==> src/rtl/mult_huit_pkg.sv <==
// Shared types and constants for the mult_huit shift-and-add multiplier.
// Optional feature macro: MULT_HUIT_ZERO_SKIP_EN (see mult_huit.sv).
package mult_huit_pkg;

   typedef enum logic [1:0] {
      IDLE = 2'd0,
      BUSY = 2'd1,
      DONE = 2'd2
   } mult_huit_state_e;

   localparam int MULT_HUIT_W    = 8;
   localparam int MULT_HUIT_ITER = 8;
   localparam int MULT_HUIT_CW   = $clog2(MULT_HUIT_ITER);

   localparam logic [MULT_HUIT_CW-1:0] MULT_HUIT_LAST = MULT_HUIT_CW'(MULT_HUIT_ITER - 1);

endpackage

==> src/rtl/add_huit.sv <==
// 8-bit ripple-carry adder with carry-in and carry-out.
module add_huit
   import mult_huit_pkg::*;
(
   input  logic [MULT_HUIT_W-1:0] a,
   input  logic [MULT_HUIT_W-1:0] b,
   input  logic                   rin,
   output logic [MULT_HUIT_W-1:0] sum,
   output logic                   rout
);

   logic [MULT_HUIT_W:0] c;

   always_comb begin
      c    = '0;
      sum  = '0;
      c[0] = rin;
      for (int unsigned i = 0; i < MULT_HUIT_W; i++) begin
         sum[i]   = a[i] ^ b[i] ^ c[i];
         c[i+1]   = (a[i] & b[i]) | (c[i] & (a[i] ^ b[i]));
      end
      rout = c[MULT_HUIT_W];
   end

endmodule

==> src/rtl/mult_huit.sv <==
// Sequential 8x8 unsigned shift-and-add multiplier built on add_huit.
// Define MULT_HUIT_ZERO_SKIP_EN to finish zero-operand requests in one cycle.
module mult_huit
   import mult_huit_pkg::*;
#(
   parameter int WIDTH = 8
) (
   input  logic                 clk,
   input  logic                 rst_n,
   input  logic                 start,
   input  logic [WIDTH-1:0]     a,
   input  logic [WIDTH-1:0]     b,
   output logic                 busy,
   output logic                 done,
   output logic [2*WIDTH-1:0]   p
);

   if (WIDTH != MULT_HUIT_W) begin : g_bad_width
      $error("mult_huit: WIDTH must be 8 to match add_huit");
   end

   mult_huit_state_e          state, state_nxt;
   logic [WIDTH-1:0]          mcand, hi, lo;
   logic [MULT_HUIT_CW-1:0]   cnt;
   logic [2*WIDTH-1:0]        p_q;
   logic [WIDTH-1:0]          add_b, sum;
   logic                      rout;
   logic [2*WIDTH-1:0]        shifted;
   logic                      last;

   assign add_b   = lo[0] ? mcand : '0;
   assign shifted = {rout, sum, lo[WIDTH-1:1]};
   assign last    = (cnt == MULT_HUIT_LAST);

   add_huit u_add (
      .a    (hi),
      .b    (add_b),
      .rin  (1'b0),
      .sum  (sum),
      .rout (rout)
   );

`ifdef MULT_HUIT_ZERO_SKIP_EN
   logic zero_op;
   assign zero_op = (a == '0) || (b == '0);
`endif

   always_ff @(posedge clk) begin
      if (!rst_n) state <= IDLE;
      else        state <= state_nxt;
   end

   always_comb begin
      state_nxt = state;
      case (state)
         IDLE: begin
            if (start) begin
`ifdef MULT_HUIT_ZERO_SKIP_EN
               state_nxt = zero_op ? DONE : BUSY;
`else
               state_nxt = BUSY;
`endif
            end
         end
         BUSY:    if (last) state_nxt = DONE;
         DONE:    state_nxt = IDLE;
         default: state_nxt = IDLE;
      endcase
   end

   // Carry-out of each add becomes the MSB of the 17-bit right shift.
   always_ff @(posedge clk) begin
      if (!rst_n) begin
         mcand <= '0;
         hi    <= '0;
         lo    <= '0;
         cnt   <= '0;
         p_q   <= '0;
      end else begin
         case (state)
            IDLE: begin
               if (start) begin
                  mcand <= a;
                  lo    <= b;
                  hi    <= '0;
                  cnt   <= '0;
`ifdef MULT_HUIT_ZERO_SKIP_EN
                  if (zero_op) p_q <= '0;
`endif
               end
            end
            BUSY: begin
               {hi, lo} <= shifted;
               cnt      <= cnt + 1'b1;
               if (last) p_q <= shifted;
            end
            default: ;
         endcase
      end
   end

   assign busy = (state == BUSY);
   assign done = (state == DONE);
   assign p    = p_q;

endmodule
==> config.mk <==
export PLATFORM = sky130hd
export DESIGN_NAME = mult_huit
export DESIGN_NICKNAME = d
export VERILOG_FILES = /design/src/rtl/mult_huit_pkg.sv /design/src/rtl/add_huit.sv /design/src/rtl/mult_huit.sv
export SDC_FILE = /design/constraint.sdc
export NUM_CORES = 1
export LEC_CHECK = 0
export BUFFER_PORTS_ARGS = -buffer_cell sky130_fd_sc_hd__buf_4
export CAP_MARGIN = 5
export CELL_PAD_IN_SITES_DETAIL_PLACEMENT = 2
export CELL_PAD_IN_SITES_GLOBAL_PLACEMENT = 2
export CORE_MARGIN = 8
export CORE_UTILIZATION = 37
export CTS_CLUSTER_SIZE = 24
export DETAILED_ROUTE_END_ITERATION = 8
export PLACE_DENSITY = 0.93
export SYNTH_ARGS = -nofsm -noshare
export SYNTH_HDL_FRONTEND = slang
export SYNTH_SLANG_ARGS = --single-unit
==> constraint.sdc <==
create_clock -name clk -period 5.5 [get_ports clk]
set_input_delay 0.275 -clock clk [delete_from_list [all_inputs] [get_ports clk]]
set_output_delay 0.275 -clock clk [all_outputs]
set_load 0.02 [all_outputs]
==> impl_metrics.yaml <==
timing:
  slew_headroom: 0.414
  holdWs_ns: 0.187
  min_period_ns: 3.46
  hold_viol: 0
  drv_slew: 0
  clock.fmax_mhz: 289
  clock_skew_ns: 0.00521
  setup_violations: 0
  rsz0062_at_grt: "no"
  tns_ns: 0
  post-route-period-util: 0.629
  worst_slew_pin_slew_ns: 0.874
floorplan:
  die_area_sq_um: 7540
  die_h_um: 86.8
  ios: 37
  row_count: 25
  start_util: 0.388
  core_area_sq_um: 4790
  fp.dieW_um: 86.8
clock_tree:
  clock-sinks: 45
  post_cts_buffers: 0
  cts_tree: "done"
  htreeDepth: 2
  cts_resized: 0
  clk_path_buf_depth: 2
  cts_buffers: 5
  hold_buffers: 0
  insertion_delay_ns: 0.30
  clk_pin_slew_ns: 0.08
  root_buffer: "clkbuf_8"
place:
  globalplace.congestion: 0.740
  portBuffers: 36
  hpwlAfterDp_um: 3570
critical_path:
  r2r_start: "lo[0]"
  crit_buf_inv: 3
  worst-endpoint-arrival_ns: 3.69
  crit_type: "reg -> reg"
  cpMostUsedCell: "fa_1"
  cpPeakStageDelay_ns: 0.48
  crit_chain: "and2_1 -> ha_1 -> fa_1 -> inv_1 -> fa_1 -> inv_1 -> fa_1 -> fa_1 -> inv_1 -> fa_1 -> fa_1 -> fa_1 -> o2bb2ai_1"
  crit_fanout: 9
  end_kind: "flop"
  required_ns: 5.73
  critPathSlowestCell: "dfxtp_1"
  critical-path-top-delay-family: "adder cells"
  startpoint: "lo[0]"
  startpoint_type: "flop"
power_and_ir_drop:
  leakage_nw: 0.908
  ir_drop_mv: 0.122
  power.density_nw_per_um2: 292
  p_total_mw: 0.658
drt:
  met3_length_um: 163
  via_count: 1399
  drt-total-wl_um: 5440
  drt_iter0_drc: 44
  topRoutingLayerUsed: "met4"
  dr_wl_met2_um: 2600
  first_pass_iters: 4
  wl_per_cell_um: 20.2
  viasPerCell: 5.20
  met1_length_um: 2570
  drcViolationCount: 0
  ant_nets: 0
finish:
  utilization: 0.470
  n_antenna_cell: 0
  n_fill_cell: 502
  ff_latch_area_sq_um: 901
  final_cell_mix: "dfxtp_1, buf_4, o21ai_0, a22o_1, nand2_1"
  multi_input_area_sq_um: 847
  nets: 230
  drive_above_1_share: 0.248
  area_growth_pct: 21.2
  final_common_cell: "dfxtp_1"
logic_synthesis:
  synthCells: 170
  ys_seq_area_frac: 0.486
  avgSynthCellArea_sq_um: 10.9
  synth_nets: 199
  yosys_warnings: 0
  yosysUniqueCellTypes: 27
  synth-seq-cells: 45
  syn_area_sq_um: 1860
worst_hold_path:
  hp-start: "a[2]"
  hp-class: "in -> reg"
global_route:
  track_usage: 0.157
  grt_pass1_wl_um: 8890
  grt_max_degree: 31
  grt_antenna_before_repair: 0
  grt_pass1_vias: 1609
  overflow: 0
job:
  drv_cap: 0
status:
  status: "finished clean"
[layout make-up]
cell class / instances / share of cell area
Sequential cell: 45 / 0.401
Multi-Input combinational cell: 105 / 0.377
Timing Repair Buffer: 36 / 0.120
Clock buffer: 7 / 0.0384
Tap cell: 67 / 0.0373
Clock inverter: 1 / 0.0134
Inverter: 8 / 0.0134
[cells in the mapped netlist]
cell type  instances  area share
dfxtp_1           45        0.49
a22o_1            16       0.076
o21ai_0           16       0.043
nand2_1           13       0.026
o2bb2ai_1         10       0.047
mux2i_1            8       0.043
nand3_1            8       0.022
o211ai_1           8       0.032
fa_1               7       0.076
inv_1              7       0.014
buf_2              5       0.013
and2_1             4       0.013
buf_6              3       0.018
clkbuf_1           3      0.0061
ha_1               3       0.020
nor2b_1            2      0.0067
o21a_1             2      0.0081
a21boi_2           1      0.0061
and2b_4            1      0.0054
and3b_1            1      0.0047
buf_4              1      0.0040
inv_2              1      0.0020
mux2_2             1      0.0061
nand2_4            1      0.0061
nor2_2             1      0.0034
nor3b_2            1      0.0067
or3b_1             1      0.0047
[power breakdown]
group	switching, mW	leakage (nW)	internal [mW]	total, mW
clock	0.113	0.0585	0.148	0.261
combinational	0.0264	0.484	0.0221	0.0484
sequential	0.0125	0.366	0.336	0.348
[final timing paths]
check	endpoint	slack, ns	cells after the start
worst min register to register	mcand[0]	0.46	2
worst min-delay path	mcand[2]	0.19	3
worst max-delay path	p[14]	2.04	13
worst max register to register	p[14]	2.04	13
[metal layers]
metal,track usage,vias to the layer above
met2,0.254,25
li1,-,666
met1,0.192,699
met5,0,-
met4,0.0736,0
met3,0.0378,9
[metrics by stage]
stage                     std cells  setup WS, ns  cell area, sq um
final                           269          2.04              2250
after global routing            269          1.81              2250
after CTS                       269          1.99              2250
after detailed placement        261          2.17              2130
after global placement          261          2.34              2130
after floorplan                 170          2.33              1860
[state kept, by name, indices dropped and copies added (netlist names)]
signal / count
hi: 8
cnt: 3
state: 2
p: 16
lo: 8
mcand: 8
[logic make-up (layout without fill, tap and decap cells)]
logic type / count (synthesis) / in the layout / share of synthesized area
fa+ha+maj: 10 / 10 / 0.0958
simple gates: 33 / 33 / 0.0991
buf+inv: 20 / 52 / 0.0580
compound gates: 53 / 53 / 0.212
mux: 9 / 9 / 0.0492
flops: 45 / 45 / 0.486
[tightest hold or removal path: stages]
cell and delay [ns]:
buf_4 0.08, nand3_1 0.05, o21ai_0 0.06
(Power assumes the default switching activity.)
